--- src/rtl/icap_7series_pkg.sv ---
// 7-series configuration packet constants, register map, reader FSM states and
// the small helpers shared by the ICAP readback engine.
package icap_7series_pkg;

    localparam logic [31:0] SYNC_WORD  = 32'haa995566;
    localparam logic [31:0] NOP_WORD   = 32'h20000000;
    localparam logic [31:0] DUMMY_WORD = 32'hffffffff;
    localparam logic [31:0] CMD_DESYNC = 32'h0000000d;

    localparam logic [2:0] T1_TYPE  = 3'b001;
    localparam logic [1:0] OP_READ  = 2'b01;
    localparam logic [1:0] OP_WRITE = 2'b10;

    typedef enum logic [4:0] {
        REG_CRC     = 5'h00,
        REG_FAR     = 5'h01,
        REG_FDRI    = 5'h02,
        REG_FDRO    = 5'h03,
        REG_CMD     = 5'h04,
        REG_CTL0    = 5'h05,
        REG_MASK    = 5'h06,
        REG_STAT    = 5'h07,
        REG_LOUT    = 5'h08,
        REG_COR0    = 5'h09,
        REG_MFWR    = 5'h0a,
        REG_CBC     = 5'h0b,
        REG_IDCODE  = 5'h0c,
        REG_AXSS    = 5'h0d,
        REG_COR1    = 5'h0e,
        REG_WBSTAR  = 5'h10,
        REG_TIMER   = 5'h11,
        REG_BOOTSTS = 5'h16,
        REG_CTL1    = 5'h18,
        REG_BSPI    = 5'h1f
    } cfg_reg_e;

    typedef enum logic [2:0] {
        ST_BOOT,
        ST_SYNC,
        ST_NOP,
        ST_HEADER,
        ST_PIPE,
        ST_READ,
        ST_DESYNC,
        ST_IDLE
    } rd_state_e;

    typedef struct packed {
        logic        csib;
        logic        rdwrb;
        logic [31:0] word;
    } icap_ctl_t;

    // Type-1 packet: type, opcode, 14-bit address field (5 bits used), reserved, word count.
    function automatic logic [31:0] t1_header(input logic [1:0] op, input logic [4:0] addr,
                                              input logic [10:0] wc);
        return {T1_TYPE, op, 9'd0, addr, 2'd0, wc};
    endfunction

    // ICAPE2 data pins carry each byte MSB/LSB-reversed.
    function automatic logic [31:0] bitswap32(input logic [31:0] w);
        logic [31:0] r;
        for (int b = 0; b < 4; b++) begin
            for (int k = 0; k < 8; k++) begin
                r[8*b+k] = w[8*b+7-k];
            end
        end
        return r;
    endfunction

endpackage

--- src/rtl/dna_reader_7series.sv ---
// DNA_PORT sequencer: one READ pulse, then 57 SHIFT cycles collecting DOUT into [63:7].
// Compiled only when ICAP_REG_READER_DNA_EN is defined.
`ifdef ICAP_REG_READER_DNA_EN
module dna_reader_7series (
    input  logic        clk,
    input  logic        rst,
    input  logic        start,
    input  logic        dna_dout,
    output logic        dna_read,
    output logic        dna_shift,
    output logic [63:0] serial,
    output logic        serial_valid
);

    logic        read_q, read_d;
    logic        shift_q, shift_d;
    logic [5:0]  cnt_q, cnt_d;
    logic [56:0] dna_q, dna_d;
    logic        valid_q, valid_d;

    always_comb begin
        read_d  = start;
        shift_d = shift_q;
        cnt_d   = cnt_q;
        dna_d   = dna_q;
        valid_d = valid_q;
        if (read_q) begin
            shift_d = 1'b1;
            cnt_d   = 6'd0;
        end
        // First bit out lands at the bottom of the 57-bit field after all shifts.
        if (shift_q) begin
            dna_d = {dna_dout, dna_q[56:1]};
            if (cnt_q == 6'd56) begin
                shift_d = 1'b0;
                valid_d = 1'b1;
            end else begin
                cnt_d = cnt_q + 6'd1;
            end
        end
    end

    always_ff @(posedge clk or posedge rst) begin
        if (rst) begin
            read_q  <= 1'b0;
            shift_q <= 1'b0;
            cnt_q   <= 6'd0;
            dna_q   <= 57'd0;
            valid_q <= 1'b0;
        end else begin
            read_q  <= read_d;
            shift_q <= shift_d;
            cnt_q   <= cnt_d;
            dna_q   <= dna_d;
            valid_q <= valid_d;
        end
    end

    assign dna_read     = read_q;
    assign dna_shift    = shift_q;
    assign serial       = {dna_q, 7'd0};
    assign serial_valid = valid_q;

endmodule
`endif

--- src/rtl/icap_reg_reader_7series.sv ---
// Single-word type-1 register reader over ICAPE2 with boot-time IDCODE read; the ICAPE2 and
// DNA_PORT primitives sit in the wrapper. Optional DNA capture: define ICAP_REG_READER_DNA_EN.
module icap_reg_reader_7series #(
    parameter logic [23:0] BOOT_CYCLES = 24'hffffff,
    parameter logic [3:0]  READ_SAMPLE = 4'd3,
    parameter logic [4:0]  IDCODE_ADDR = 5'h0c
) (
    input  logic        clk,
    input  logic        rst,
    input  logic        req_valid,
    output logic        req_ready,
    input  logic [4:0]  req_addr,
    output logic        rsp_valid,
    output logic [4:0]  rsp_addr,
    output logic [31:0] rsp_data,
    output logic [31:0] idcode,
    output logic        idcode_valid,
    output logic [63:0] die_serial,
    output logic        die_serial_valid,
    output logic        icap_csib,
    output logic        icap_rdwrb,
    output logic [31:0] icap_i,
    input  logic [31:0] icap_o,
    output logic        dna_read,
    output logic        dna_shift,
    input  logic        dna_dout
);

    import icap_7series_pkg::*;

    rd_state_e   state_q, state_d;
    logic [3:0]  cnt_q, cnt_d;
    logic [23:0] boot_cnt_q, boot_cnt_d;
    logic [4:0]  addr_q, addr_d;
    logic        boot_rd_q, boot_rd_d;
    logic        req_ready_q, req_ready_d;
    logic        rsp_valid_q, rsp_valid_d;
    logic [4:0]  rsp_addr_q, rsp_addr_d;
    logic [31:0] rsp_data_q, rsp_data_d;
    logic [31:0] idcode_q, idcode_d;
    logic        idcode_valid_q, idcode_valid_d;
    icap_ctl_t   ctl_q, ctl_d;
    logic        dna_start;

    // ICAP pin values for the cycle spent in state st at count c.
    function automatic icap_ctl_t icap_ctl(input rd_state_e st, input logic [3:0] c,
                                           input logic [4:0] a);
        icap_ctl_t r;
        r.csib  = 1'b1;
        r.rdwrb = 1'b1;
        r.word  = DUMMY_WORD;
        case (st)
            ST_SYNC: begin
                r.csib  = 1'b0;
                r.rdwrb = 1'b0;
                r.word  = SYNC_WORD;
            end
            ST_NOP: begin
                r.csib  = 1'b0;
                r.rdwrb = 1'b0;
                r.word  = NOP_WORD;
            end
            ST_HEADER: begin
                r.csib  = 1'b0;
                r.rdwrb = 1'b0;
                r.word  = t1_header(OP_READ, a, 11'd1);
            end
            // Deselect before flipping direction, then reselect for the read.
            ST_PIPE: begin
                r.csib  = (c == 4'd2) || (c == 4'd3);
                r.rdwrb = (c >= 4'd3);
                r.word  = NOP_WORD;
            end
            ST_READ: begin
                r.csib  = 1'b0;
                r.rdwrb = 1'b1;
                r.word  = NOP_WORD;
            end
            ST_DESYNC: begin
                r.csib  = (c == 4'd0) || (c == 4'd1) || (c == 4'd8);
                r.rdwrb = (c == 4'd0);
                if (c == 4'd4) begin
                    r.word = t1_header(OP_WRITE, REG_CMD, 11'd1);
                end else if (c == 4'd5) begin
                    r.word = CMD_DESYNC;
                end else begin
                    r.word = NOP_WORD;
                end
            end
            default: ;
        endcase
        return r;
    endfunction

    always_comb begin
        state_d        = state_q;
        cnt_d          = cnt_q;
        boot_cnt_d     = boot_cnt_q;
        addr_d         = addr_q;
        boot_rd_d      = boot_rd_q;
        rsp_valid_d    = 1'b0;
        rsp_addr_d     = rsp_addr_q;
        rsp_data_d     = rsp_data_q;
        idcode_d       = idcode_q;
        idcode_valid_d = idcode_valid_q;
        dna_start      = 1'b0;

        case (state_q)
            ST_BOOT: begin
                if (boot_cnt_q == BOOT_CYCLES) begin
                    state_d   = ST_SYNC;
                    addr_d    = IDCODE_ADDR;
                    boot_rd_d = 1'b1;
                    dna_start = 1'b1;
                end else begin
                    boot_cnt_d = boot_cnt_q + 24'd1;
                end
            end
            ST_SYNC: begin
                state_d = ST_NOP;
                cnt_d   = 4'd0;
            end
            ST_NOP: begin
                if (cnt_q == 4'd1) begin
                    state_d = ST_HEADER;
                    cnt_d   = 4'd0;
                end else begin
                    cnt_d = cnt_q + 4'd1;
                end
            end
            ST_HEADER: begin
                state_d = ST_PIPE;
                cnt_d   = 4'd0;
            end
            ST_PIPE: begin
                if (cnt_q == 4'd4) begin
                    state_d = ST_READ;
                    cnt_d   = 4'd0;
                end else begin
                    cnt_d = cnt_q + 4'd1;
                end
            end
            ST_READ: begin
                // The boot read only feeds idcode; fabric never sees it as a response.
                if (cnt_q == READ_SAMPLE) begin
                    if (boot_rd_q) begin
                        idcode_d       = bitswap32(icap_o);
                        idcode_valid_d = 1'b1;
                    end else begin
                        rsp_valid_d = 1'b1;
                        rsp_addr_d  = addr_q;
                        rsp_data_d  = bitswap32(icap_o);
                    end
                end
                if (cnt_q == 4'd8) begin
                    state_d = ST_DESYNC;
                    cnt_d   = 4'd0;
                end else begin
                    cnt_d = cnt_q + 4'd1;
                end
            end
            ST_DESYNC: begin
                if (cnt_q == 4'd8) begin
                    state_d = ST_IDLE;
                    cnt_d   = 4'd0;
                end else begin
                    cnt_d = cnt_q + 4'd1;
                end
            end
            ST_IDLE: begin
                if (req_valid) begin
                    state_d   = ST_SYNC;
                    addr_d    = req_addr;
                    boot_rd_d = 1'b0;
                end
            end
            default: state_d = ST_BOOT;
        endcase

        req_ready_d = (state_d == ST_IDLE);
        ctl_d       = icap_ctl(state_d, cnt_d, addr_d);
    end

    always_ff @(posedge clk or posedge rst) begin
        if (rst) begin
            state_q        <= ST_BOOT;
            cnt_q          <= 4'd0;
            boot_cnt_q     <= 24'd0;
            addr_q         <= 5'd0;
            boot_rd_q      <= 1'b0;
            req_ready_q    <= 1'b0;
            rsp_valid_q    <= 1'b0;
            rsp_addr_q     <= 5'd0;
            rsp_data_q     <= 32'd0;
            idcode_q       <= 32'd0;
            idcode_valid_q <= 1'b0;
            ctl_q          <= '{csib: 1'b1, rdwrb: 1'b1, word: DUMMY_WORD};
        end else begin
            state_q        <= state_d;
            cnt_q          <= cnt_d;
            boot_cnt_q     <= boot_cnt_d;
            addr_q         <= addr_d;
            boot_rd_q      <= boot_rd_d;
            req_ready_q    <= req_ready_d;
            rsp_valid_q    <= rsp_valid_d;
            rsp_addr_q     <= rsp_addr_d;
            rsp_data_q     <= rsp_data_d;
            idcode_q       <= idcode_d;
            idcode_valid_q <= idcode_valid_d;
            ctl_q          <= ctl_d;
        end
    end

    assign req_ready    = req_ready_q;
    assign rsp_valid    = rsp_valid_q;
    assign rsp_addr     = rsp_addr_q;
    assign rsp_data     = rsp_data_q;
    assign idcode       = idcode_q;
    assign idcode_valid = idcode_valid_q;
    assign icap_csib    = ctl_q.csib;
    assign icap_rdwrb   = ctl_q.rdwrb;
    assign icap_i       = bitswap32(ctl_q.word);

`ifdef ICAP_REG_READER_DNA_EN
    dna_reader_7series u_dna (
        .clk          (clk),
        .rst          (rst),
        .start        (dna_start),
        .dna_dout     (dna_dout),
        .dna_read     (dna_read),
        .dna_shift    (dna_shift),
        .serial       (die_serial),
        .serial_valid (die_serial_valid)
    );
`else
    logic unused_dna;
    assign unused_dna       = dna_start ^ dna_dout;
    assign dna_read         = 1'b0;
    assign dna_shift        = 1'b0;
    assign die_serial       = 64'd0;
    assign die_serial_valid = 1'b0;
`endif

endmodule
--- config.mk ---
export PLATFORM = sky130hd
export DESIGN_NAME = icap_reg_reader_7series
export DESIGN_NICKNAME = d
export VERILOG_FILES = /design/src/rtl/icap_7series_pkg.sv /design/src/rtl/dna_reader_7series.sv /design/src/rtl/icap_reg_reader_7series.sv
export SDC_FILE = /design/constraint.sdc
export NUM_CORES = 1
export LEC_CHECK = 0
export BUFFER_PORTS_ARGS = -buffer_cell sky130_fd_sc_hd__buf_2
export CORE_ASPECT_RATIO = 1.1
export CORE_MARGIN = 10
export CORE_UTILIZATION = 30
export CTS_BUF_LIST = sky130_fd_sc_hd__clkbuf_4
export CTS_CLUSTER_SIZE = 28
export DETAILED_ROUTE_END_ITERATION = 7
export PLACE_DENSITY = 0.63
export SYNTH_ARGS = -nofsm -noshare
export SYNTH_HDL_FRONTEND = slang
export SYNTH_SLANG_ARGS = --single-unit
export TNS_END_PERCENT = 10
--- constraint.sdc ---
create_clock -name clk -period 3.5 [get_ports clk]
set_input_delay 0.35 -clock clk [delete_from_list [all_inputs] [get_ports clk]]
set_output_delay 0.35 -clock clk [all_outputs]
set_load 0.03 [all_outputs]
==> results of run 1 <==
-- how the worst min path moves through the flow --
stage,from,end,slack [ns],cells after the start
floorplan,boot_cnt_q[15]$_DFFE_PP0P_,boot_cnt_q[15]$_DFFE_PP0P_,0.45,1
global placement,rst,rsp_data[13]$_DFFE_PP0P_,0.27,2
detailed placement,rst,rsp_data[13]$_DFFE_PP0P_,0.28,2
CTS,icap_o[15],idcode[8]$_DFFE_PP0P_,0.009,2
global route,icap_o[15],idcode[8]$_DFFE_PP0P_,0.003,2
finish,icap_o[15],idcode[8]$_DFFE_PP0P_,0.07,2
-- metrics by stage --
stage          hold WS (ns)  power [mW]  instances  area, µm²  setup slack (ns)
2_1_floorplan         0.446        4.46        547       6180              1.29
3_3_place_gp          0.273        5.04        845       6540              1.04
3_5_place_dp          0.275        5.07        845       6540             0.989
4_1_cts             0.00934        6.07        878       6820             0.966
5_1_grt             0.00272        6.37        879       6820             0.778
6_report             0.0660        5.97        879       6820             0.974
-- cell type report --
| type | instances | share of cell area [%] |
|---|---|---|
| Sequential cell | 124 | 45.8 |
| Clock buffer | 23 | 2.53 |
| Antenna cell | 1 | 0.0367 |
| Tap cell | 247 | 4.53 |
| Multi-Input combinational cell | 309 | 33.5 |
| Timing Repair Buffer | 151 | 11.3 |
| Inverter | 15 | 0.880 |
| Clock inverter | 9 | 1.43 |
-- layout by cell type, fill, tap and decap left out, types with 3 or more instances in the layout --
cell type / n
a21oi_1: 8
nand2_1: 29
nand2b_1: 3
nor2_1: 13
conb_1: 67
buf_2: 145
nand3_1: 17
clkbuf_4: 23
ha_1: 4
a22o_1: 3
dfrtp_1: 109
clkinv_1: 3
o21ai_0: 4
dfstp_2: 15
buf_4: 5
xor2_1: 6
inv_1: 13
xnor2_1: 17
mux2_2: 71
nand4_1: 12
o21ai_1: 6
-- registers in the layout, summed over array words and instances, names as in the netlist --
| signal | flops |
|---|---|
| icap_i | 13 |
| rsp_valid | 1 |
| state_q | 3 |
| cnt_q | 4 |
| addr_q | 5 |
| rsp_data | 32 |
| idcode_valid | 1 |
| icap_csib | 1 |
| idcode | 32 |
| req_ready | 1 |
| rsp_addr | 5 |
| icap_rdwrb | 1 |
| boot_rd_q | 1 |
| boot_cnt_q | 24 |
-- routing by layer --
metal / vias to the layer above / share of wire [%]
met5: - / 0
met4: 0 / 1.1
met3: 10 / 11
met2: 139 / 49
met1: 1877 / 39
li1: 1794 / -
-- cell families (layout without fill, tap and decap cells) --
family / count (synthesis) / in the layout / synth area share [%]
compound gates: 42 / 42 / 5.98
flops: 124 / 124 / 52.7
buf+inv: 114 / 198 / 13.1
mux: 73 / 73 / 13.8
xor+xnor: 23 / 23 / 3.40
fa+ha+maj: 4 / 4 / 0.845
other cells: 1 / 68 / 0.0633
simple gates: 100 / 100 / 10.1
-- power groups by stage --
| stage | Sequential, mW | Clock (mW) | Combinational, mW |
|---|---|---|---|
| 2_1_floorplan | 2.91 | 0 | 1.55 |
| 6_report | 2.23 | 0.974 | 2.77 |
| 5_1_grt | 2.31 | 1.08 | 2.98 |
| 3_5_place_dp | 2.27 | 0 | 2.81 |
| 4_1_cts | 2.24 | 1.01 | 2.81 |
| 3_3_place_gp | 2.25 | 0 | 2.79 |
==> impl_metrics.toml, run 1 <==
[floorplan]
floorplan.die_area_um2 = 25800
initial_core_util_pct = 30.7
core_region_area_um2 = 19300
core.rowCount = 53
die-height_um = 167
fp.dieW_um = 154
boundaryPins = 214

[layout]
final_layout_size_suffix_gt1_share_pct = 46.0
design.final.nets = 663
fin_util_pct = 35.3
multi_input_area_um2 = 2280
area.growth.synth_to_final_pct = 15.1
ff_latch_area_um2 = 3120
fillers = 1965

[routing]
first_pass_iters = 4
drt-initial-drc-count = 197
wire_per_inst_um = 15.8
drtAntennaViolNets = 0
detailroute.via_count = 3820
drt_wl_total_um = 13900
route.detailed.vias_per_inst = 4.35
post_route_drc_violation_count = 0

[synth]
dominant_cell_type_by_area_after_synthesis = "dfrtp_1"
yosysUniqueCellTypes = 62
postSynthCellCount = 481
yosysSeqAreaShare_pct = 52.7
synth_commonest_cells = "dfrtp_1, buf_4, mux2_2"
synth.cell_area_um2 = 5920
synth_seq_cells = 124
ys_dominant_reg_cell = "dfrtp_1"
ys.warnings.count = 0
synthesis.area_per_instance_um2 = 12.3
synthDominantCellAreaShare_pct = 46.0
asyncSetResetFlopFracSynth_pct = 100
synth_most_common_cell = "dfrtp_1"
synth_area_leaders = "dfrtp_1, mux2_2, buf_4, dfstp_2, xnor2_1"
post_synth_edffs = 0

[setup_path]
timing.reg2reg.worst_path_depth = 8
worstPathBufferInverterCount = 1
critical_path.reg2reg.endpoint = "icap_i[23]$_DFF_PP1_"
critical_path.slowest_cell = "a211oi_2"
crit-reg2reg-launch = "cnt_q[0]$_DFF_PP0_"
cpLargestDelayFamily = "compound AO/OA/AOI/OAI gates"
worst-path-max-fanout = 7
path_depth = 8
critPathLaunchType = "flip-flop"
regToRegSetupSlack_ns = 0.97
worstSetupStartpoint = "cnt_q[0]$_DFF_PP0_"
crit_arrival_ns = 2.98
timing.critical_path.cells = "inv_1 -> ha_1 -> nand3b_2 -> mux2i_1 -> a211oi_2 -> o21bai_2 -> mux2_2 -> a21bo_1"
worst_path_largest_cell_delay_ns = 0.52
worst_ep_required_time_ns = 3.95
crit_path_end = "icap_i[23]$_DFF_PP1_"
cp-end-kind = "flip-flop"
timing_worst_setup_path_type = "reg -> reg"

[global_routing]
grt_busiest_layer = "met2"
grt_overflow_total = 0
globalRouteMet3Util_pct = 5.69
met2_usage_pct = 17.1
first_global_vias = 3887
grt_pass1_wl_um = 21700
number_of_antenna_violations_at_the_first_check_in_global_routing = 1
grt_met1_use_pct = 11.8
grt_start_max_net_pins = 79
track_usage_pct = 10.5

[placed_design]
detailed_place_hpwl_um = 10600
io_buffer_count = 145
routabilityCongestion = 0.819

[sta]
final_period_minus_worst_setup_slack_ns = 2.53
max_freq_mhz = 396
final-setup-viol-count = 0
timing.final.max_slew_violations = 0
worst_slew_pin_tran_ns = 0.968
timing_hold_violations_final = 0
clock-skew-final_ns = 0.0258
slew_headroom_pct = 35.5
rsz0062_at_grt = "false"
timing.final.crit_share_pct = 72.2
final.setup.tns_ns = 0

[run]
max_cap_viol_count = 0

[cts]
cts_buffers = 17
numClockSinks = 124
cts.path.max_buffers = 2
clockRootBuffer = "clkbuf_4"
cts_hold_buf = 1
htree_num_levels = 4
tritoncts = "yes"
clkLatencyLatePin_ns = 0.52
postCtsSetupRepairBufs = 0
cts_repair_resize_count = 0
cts.reportedPaths.clkPinSlew_ns = 0.11

[pwr]
switching_share_pct = 45.0
ir_worst_vdd_v = 0.000525
switchingPower_mw = 2.69
cellInternalPower_mw = 3.28
leakagePower_nw = 3.45
p_seq_share_pct = 37.3
power_density_nw_per_um2 = 875
clkPwrFrac_pct = 16.3
power.combinational.fraction_pct = 46.4

[outcome]
outcome = "finished clean"

[worst_hold_path]
timing.hold.worst.class = "in -> reg"
Power figures use the tool's default switching activity.
==> inputs of run 2 (changes only) <==
--- a/config.mk
+++ b/config.mk
@@ -5,6 +5,7 @@
 export SDC_FILE = /design/constraint.sdc
 export NUM_CORES = 1
 export LEC_CHECK = 0
+export ABC_AREA = 1
 export BUFFER_PORTS_ARGS = -buffer_cell sky130_fd_sc_hd__buf_2
 export CORE_ASPECT_RATIO = 1.1
 export CORE_MARGIN = 10
@@ -12,7 +13,7 @@
 export CTS_BUF_LIST = sky130_fd_sc_hd__clkbuf_4
 export CTS_CLUSTER_SIZE = 28
 export DETAILED_ROUTE_END_ITERATION = 7
-export PLACE_DENSITY = 0.63
+export PLACE_DENSITY = 0.6
 export SYNTH_ARGS = -nofsm -noshare
 export SYNTH_HDL_FRONTEND = slang
 export SYNTH_SLANG_ARGS = --single-unit
==> constraint.sdc (replaced) <==
create_clock -name clk -period 2.4 [get_ports clk]
set_input_delay 0.24 -clock clk [delete_from_list [all_inputs] [get_ports clk]]
set_output_delay 0.24 -clock clk [all_outputs]
set_load 0.03 [all_outputs]
==> run 2 against run 1 <==
Compared with the run above:
- fmax up 27%
- clock power up 45%
- power up 63%
- non-clock buffer count grew 35
- critical path type unchanged
- largest cell class unchanged
==> impl_metrics.toml, run 2 <==
[floorplan]
core.rowCount = 55
boundaryPins = 214
floorplan.die_area_um2 = 27000
initial_core_util_pct = 30.5
core_region_area_um2 = 20500
die-height_um = 171
fp.dieW_um = 158

[setup_path]
cp-end-kind = "flip-flop"
worst_ep_required_time_ns = 2.76
critical_path.most_common_cell = "inv_2"
timing.reg2reg.worst_path_depth = 5
worst-path-max-fanout = 64
critical_path.slowest_cell = "inv_2"
timing.critical_path.cells = "inv_2 -> nand3_4 -> nor2_1 -> inv_2 -> o21ai_0"
critPathLaunchType = "flip-flop"
critical_path.reg2reg.endpoint = "idcode[1]$_DFFE_PP0P_"
worst_path_largest_cell_delay_ns = 0.66
crit-reg2reg-launch = "state_q[1]$_DFF_PP0_"
cpLargestDelayFamily = "buffers and inverters"
regToRegSetupSlack_ns = 0.41
crit_arrival_ns = 2.34
timing_worst_setup_path_type = "reg -> reg"
worstPathBufferInverterCount = 2

[synth]
synthesis.area_per_instance_um2 = 8.65
post_synth_edffs = 0
dominant_cell_type_by_area_after_synthesis = "dfrtp_1"
yosysUniqueCellTypes = 34
synth_most_common_cell = "nand2_1"
yosysSeqAreaShare_pct = 50.0
synth_commonest_cells = "nand2_1, dfrtp_1, buf_4"
postSynthCellCount = 722
ys_dominant_reg_cell = "dfrtp_1"
synth_seq_cells = 124
synthDominantCellAreaShare_pct = 43.7
synth_area_leaders = "dfrtp_1, nand2_1, buf_4, dfstp_2, o21ai_0"
asyncSetResetFlopFracSynth_pct = 100
synth.cell_area_um2 = 6250
ys.warnings.count = 0

[routing]
route.detailed.vias_per_inst = 4.22
wire_per_inst_um = 13.5
detailroute.via_count = 4886
drt-initial-drc-count = 279
first_pass_iters = 4
drtAntennaViolNets = 0
post_route_drc_violation_count = 0
drt_wl_total_um = 15700

[pwr]
power.combinational.fraction_pct = 49.7
leakagePower_nw = 4.00
cellInternalPower_mw = 4.91
switching_share_pct = 49.5
ir_worst_vdd_v = 0.000339
power_density_nw_per_um2 = 1300
p_seq_share_pct = 35.8
clkPwrFrac_pct = 14.5
switchingPower_mw = 4.81

[placed_design]
detailed_place_hpwl_um = 11700
routabilityCongestion = 0.842
io_buffer_count = 145
detailed_place.area_um2 = 6850

[cts]
tritoncts = "yes"
clockRootBuffer = "clkbuf_4"
cts_buffers = 17
numClockSinks = 124
cts.reportedPaths.clkPinSlew_ns = 0.11
htree_num_levels = 4
clkLatencyLatePin_ns = 0.53
postCtsSetupRepairBufs = 0
cts.path.max_buffers = 2

[global_routing]
grt_overflow_total = 0
grt_pass1_wl_um = 24700
number_of_antenna_violations_at_the_first_check_in_global_routing = 1
track_usage_pct = 11.4
first_global_vias = 4834
grt_start_max_net_pins = 72

[worst_hold_path]
worst_hold_path.endpoint = "addr_q[2]$_DFF_PP0_"
timing.hold.worst.class = "in -> reg"
hold_path.startpoint = "req_addr[2]"
holdPathStages = 3

[layout]
final_layout_size_suffix_gt1_share_pct = 26.7
fin_util_pct = 36.5
most_common_cell_after_layout_fill_and_taps_aside = "nand2_1"
final_cell_mix = "nand2_1, buf_2, dfrtp_1"
fillers = 2171
finalInstanceArea_um2 = 7490
area.growth.synth_to_final_pct = 19.9
design.final.nets = 933

[sta]
final.setup.tns_ns = 0
timing_hold_violations_final = 0
timing.final.crit_share_pct = 82.8
final-setup-viol-count = 0
max_freq_mhz = 503
slew_headroom_pct = 37.6
timing.final.max_slew_violations = 0
clock-skew-final_ns = 0.0239
rsz0062_at_grt = "false"
final_period_minus_worst_setup_slack_ns = 1.99
worst_slew_pin_tran_ns = 0.936

[outcome]
outcome = "finished clean"

[run]
max_cap_viol_count = 0
==> run 2: cell families (layout without fill, tap and decap cells) <==
group                    count (synthesis)  in the layout  share of synthesized area (%)
AND/OR/NAND/NOR                        312            312                           23.2
buffers and inverters                  183            296                           16.9
flip-flops                             124            124                           50.0
AO/OA/AOI/OAI                           79             79                           6.43
XOR/XNOR                                19             19                           2.66
adder cells (fa/ha/maj)                  4              4                          0.801
other                                    1             68                         0.0600
==> run 2: per-layer routing <==
metal | vias to the layer above | track usage, % | wire, µm
met5 | - | 0 | 0
met4 | 0 | 4.03 | 264
met3 | 17 | 4.30 | 1280
met2 | 142 | 18.6 | 7600
met1 | 2273 | 13.4 | 6550
li1 | 2454 | - | -
==> run 2: power groups by stage <==
stage	sequential (mW)	clock [mW]	combinational, mW
6_report	3.48	1.41	4.84
4_1_cts	3.49	1.48	4.88
3_3_place_gp	3.49	0	4.79
5_1_grt	3.60	1.58	5.28
2_1_floorplan	4.80	0	2.47
3_5_place_dp	3.52	0	4.82
==> run 2: worst register-to-register path, delay by kind of cell, from the launching register on <==
family / cells / cell delay, ns
buffers and inverters: 2 / 0.77
flip-flops: 1 / 0.63
AO/OA/AOI/OAI: 1 / 0.22
AND/OR/NAND/NOR: 2 / 0.20
==> run 2: area by class of cell <==
| class | count | area, µm² | share of cell area (%) |
|---|---|---|---|
| Inverter | 78 | 297 | 3.96 |
| Clock buffer | 19 | 143 | 1.90 |
| Antenna cell | 1 | 2.50 | 0.0334 |
| Tap cell | 256 | 320 | 4.28 |
| Multi-Input combinational cell | 481 | 2320 | 30.9 |
| Clock inverter | 13 | 126 | 1.69 |
| Timing Repair Buffer | 186 | 1160 | 15.5 |
| Sequential cell | 124 | 3120 | 41.7 |
==> run 2: what timing repair did <==
| item | CTS | global route |
|---|---|---|
| endpoints found under the hold margin | 92 | 0 |
| resized for setup | 0 | 0 |
| hold buffers | 37 | 0 |
==> run 2: worst max path at each step <==
| stage | slack (ns) | to | from | cells after the start |
|---|---|---|---|---|
| 4_1_cts | 0.37 | idcode[1]$_DFFE_PP0P_ | state_q[1]$_DFF_PP0_ | 5 |
| 6_report | 0.41 | idcode[1]$_DFFE_PP0P_ | state_q[1]$_DFF_PP0_ | 5 |
| 5_1_grt | 0.17 | idcode[1]$_DFFE_PP0P_ | state_q[1]$_DFF_PP0_ | 5 |
| 3_3_place_gp | 0.45 | idcode[1]$_DFFE_PP0P_ | state_q[1]$_DFF_PP0_ | 5 |
| 3_5_place_dp | 0.41 | idcode[26]$_DFFE_PP0P_ | state_q[1]$_DFF_PP0_ | 5 |
| 2_1_floorplan | 0.65 | addr_q[0]$_DFF_PP0_ | rst | 1 |
==> run 2: per-stage QoR <==
| step | cells | power, mW | setup slack (ns) | hold WS [ns] |
|---|---|---|---|---|
| 5_1_grt | 1158 | 10.5 | 0.166 | 0.0154 |
| 2_1_floorplan | 788 | 7.28 | 0.647 | 0.376 |
| 3_3_place_gp | 1088 | 8.28 | 0.454 | 0.360 |
| 4_1_cts | 1157 | 9.84 | 0.370 | 0.0114 |
| 6_report | 1158 | 9.72 | 0.413 | 0.0532 |
| 3_5_place_dp | 1088 | 8.35 | 0.413 | 0.377 |
==> inputs of run 3 (changes only) <==
==> constraint.sdc (replaced) <==
create_clock -name clk -period 2.05 [get_ports clk]
set_input_delay 0.205 -clock clk [delete_from_list [all_inputs] [get_ports clk]]
set_output_delay 0.205 -clock clk [all_outputs]
set_load 0.03 [all_outputs]
==> run 3 against run 2 <==
Compared with the run above:
- non-clock buffer count increased by 6
- combinational power increased by 18%
- worst setup slack got worse by 0.21 ns
- count of clock-buffer cells in the layout increased by 2
- via count increased by 0.25%
- clock power increased by 54%
- die area unchanged
- clock skew about the same
- sequential share of layout area decreased by 0.97 points
- routed wire length decreased by 1.7%
- fmax increased by 7.7%
- largest power group unchanged
==> impl_metrics.toml, run 3 (synthesis results as in run 2) <==
[pwr]
power_density_nw_per_um2 = 1560
leakagePower_nw = 4.08
ir_worst_vdd_v = 0.000403

[routing]
drtAntennaViolNets = 0
post_route_drc_violation_count = 0
drt_wl_total_um = 15400
first_pass_iters = 5
wire_per_inst_um = 13.2
drt-initial-drc-count = 166
route.detailed.vias_per_inst = 4.21
detailroute.via_count = 4898

[cts]
tritoncts = "yes"
htree_num_levels = 4
cts.reportedPaths.clkPinSlew_ns = 0.11
clkLatencyLatePin_ns = 0.53
numClockSinks = 124
clockRootBuffer = "clkbuf_4"
cts_buffers = 17
cts.path.max_buffers = 2

[global_routing]
globalRouteMet3Util_pct = 4.15
grt_met1_use_pct = 13.5
first_global_vias = 4864
track_usage_pct = 11.2
number_of_antenna_violations_at_the_first_check_in_global_routing = 1
grt_start_max_net_pins = 72
grt_overflow_total = 0
grt_busiest_layer = "met2"
grt_pass1_wl_um = 24700
met2_usage_pct = 18.3

[layout]
ff_latch_area_um2 = 3120
design.final.nets = 939
finalInstanceArea_um2 = 7670
area.growth.synth_to_final_pct = 22.8
most_common_cell_after_layout_fill_and_taps_aside = "nand2_1"
multi_input_area_um2 = 2330
final_layout_size_suffix_gt1_share_pct = 27.7
fillers = 2108
final_cell_mix = "nand2_1, buf_2, dfrtp_1"

[placed_design]
routabilityCongestion = 0.829
detailed_place_hpwl_um = 11700
detailed_place.area_um2 = 6890
io_buffer_count = 145

[sta]
timing_hold_violations_final = 0
clock-skew-final_ns = 0.0237
final_period_minus_worst_setup_slack_ns = 1.85
timing.final.max_slew_violations = 0
timing.final.crit_share_pct = 90.0
rsz0062_at_grt = "false"
final.setup.tns_ns = 0
max_freq_mhz = 542
final-setup-viol-count = 0

[floorplan]
core.rowCount = 55
floorplan.die_area_um2 = 27000
fp.dieW_um = 158
boundaryPins = 214
die-height_um = 171
core_region_area_um2 = 20500
initial_core_util_pct = 30.5

[setup_path]
cp-end-kind = "flip-flop"
cpLargestDelayFamily = "simple AND/OR/NAND/NOR gates"
worstPathBufferInverterCount = 1
timing.reg2reg.worst_path_depth = 10
worst_ep_required_time_ns = 2.50
timing_worst_setup_path_type = "reg -> reg"
regToRegSetupSlack_ns = 0.20
timing.critical_path.cells = "inv_1 -> ha_2 -> nand2_1 -> nor2_2 -> nor2_1 -> nand2_1 -> nand4_1 -> nor2_1 -> nand3_1 -> nand3_1"
worst-path-max-fanout = 6
critical_path.slowest_cell = "dfrtp_1"
crit_arrival_ns = 2.29
critPathLaunchType = "flip-flop"
crit-reg2reg-launch = "cnt_q[0]$_DFF_PP0_"
worst_path_largest_cell_delay_ns = 0.44
critical_path.reg2reg.endpoint = "icap_i[8]$_DFF_PP1_"

[worst_hold_path]
holdPathStages = 4
timing.hold.worst.class = "in -> reg"
hold_path.startpoint = "req_valid"
worst_hold_path.endpoint = "req_ready$_DFF_PP0_"

[run]
max_cap_viol_count = 0

[outcome]
outcome = "finished clean"
-- run 3: changes by cell type in the layout (fill, tap and decap cells not counted), sizes merged --
cell | previous run | this run
buf | 149 | 154
clkinv | 8 | 3
bufinv | 2 | 6
clkbuf | 19 | 21
clkinvlp | 4 | 3
dlygate4sd3 | 37 | 38
-- run 3: metal layers --
metal	wire [µm]	vias to the layer above
met3	1190	13
met4	181	0
met1	6480	2273
li1	-	2462
met5	0	-
met2	7560	150
-- run 3: area by class of cell --
type | count | share of cell area, %
diodes | 1 | 0.0326
clock buffers | 21 | 2.06
clock inverters | 11 | 2.82
inverters | 78 | 3.87
multi-input cells | 481 | 30.4
flip-flops and latches | 124 | 40.7
well taps | 256 | 4.18
repair buffers | 192 | 16.0
-- run 3: how the worst max path moves through the flow --
stage / end / slack, ns / cells after the start / startpoint
2_1_floorplan: addr_q[0]$_DFF_PP0_ / 0.33 / 1 / rst
3_3_place_gp: icap_i[8]$_DFF_PP1_ / 0.19 / 10 / cnt_q[0]$_DFF_PP0_
3_5_place_dp: icap_i[5]$_DFF_PP1_ / 0.16 / 10 / cnt_q[0]$_DFF_PP0_
4_1_cts: icap_i[8]$_DFF_PP1_ / 0.12 / 10 / cnt_q[0]$_DFF_PP0_
5_1_grt: icap_i[8]$_DFF_PP1_ / 0.004 / 10 / cnt_q[0]$_DFF_PP0_
6_report: icap_i[8]$_DFF_PP1_ / 0.20 / 10 / cnt_q[0]$_DFF_PP0_
-- run 3: worst reg2reg max path, stage by stage (launching register included) --
cell     delay [ns]
dfrtp_1        0.44
inv_1          0.15
ha_2           0.23
nand2_1        0.07
nor2_2         0.16
nor2_1         0.06
nand2_1        0.06
nand4_1        0.22
nor2_1         0.20
nand3_1        0.12
nand3_1        0.08
-- run 3: metrics by stage --
| step | utilization (%) | setup WS, ns | hold WS, ns | power (mW) | cells |
|---|---|---|---|---|---|
| global placement | 33.6 | 0.195 | 0.251 | 9.72 | 1092 |
| global route | 37.4 | 0.00444 | 0.0461 | 12.9 | 1163 |
| detailed placement | 33.6 | 0.162 | 0.252 | 9.80 | 1092 |
| finish | 37.4 | 0.205 | 0.0714 | 12.0 | 1164 |
| CTS | 37.3 | 0.124 | 0.0105 | 12.1 | 1162 |
| floorplan | - | 0.332 | 0.341 | 8.52 | 788 |
-- run 3: repair_timing --
action                     CTS  global route
hold endpoints to repair    89             0
setup endpoints to repair    0             6
setup buffers                0             1
hold buffers                38             0
resized for setup            0             4
-- run 3: power breakdown --
part           total (mW)  internal (mW)  switching (mW)
Combinational        5.72           1.59            4.13
Clock                2.17           1.27           0.898
Sequential           4.06           3.48           0.580
Total                12.0           6.34            5.61
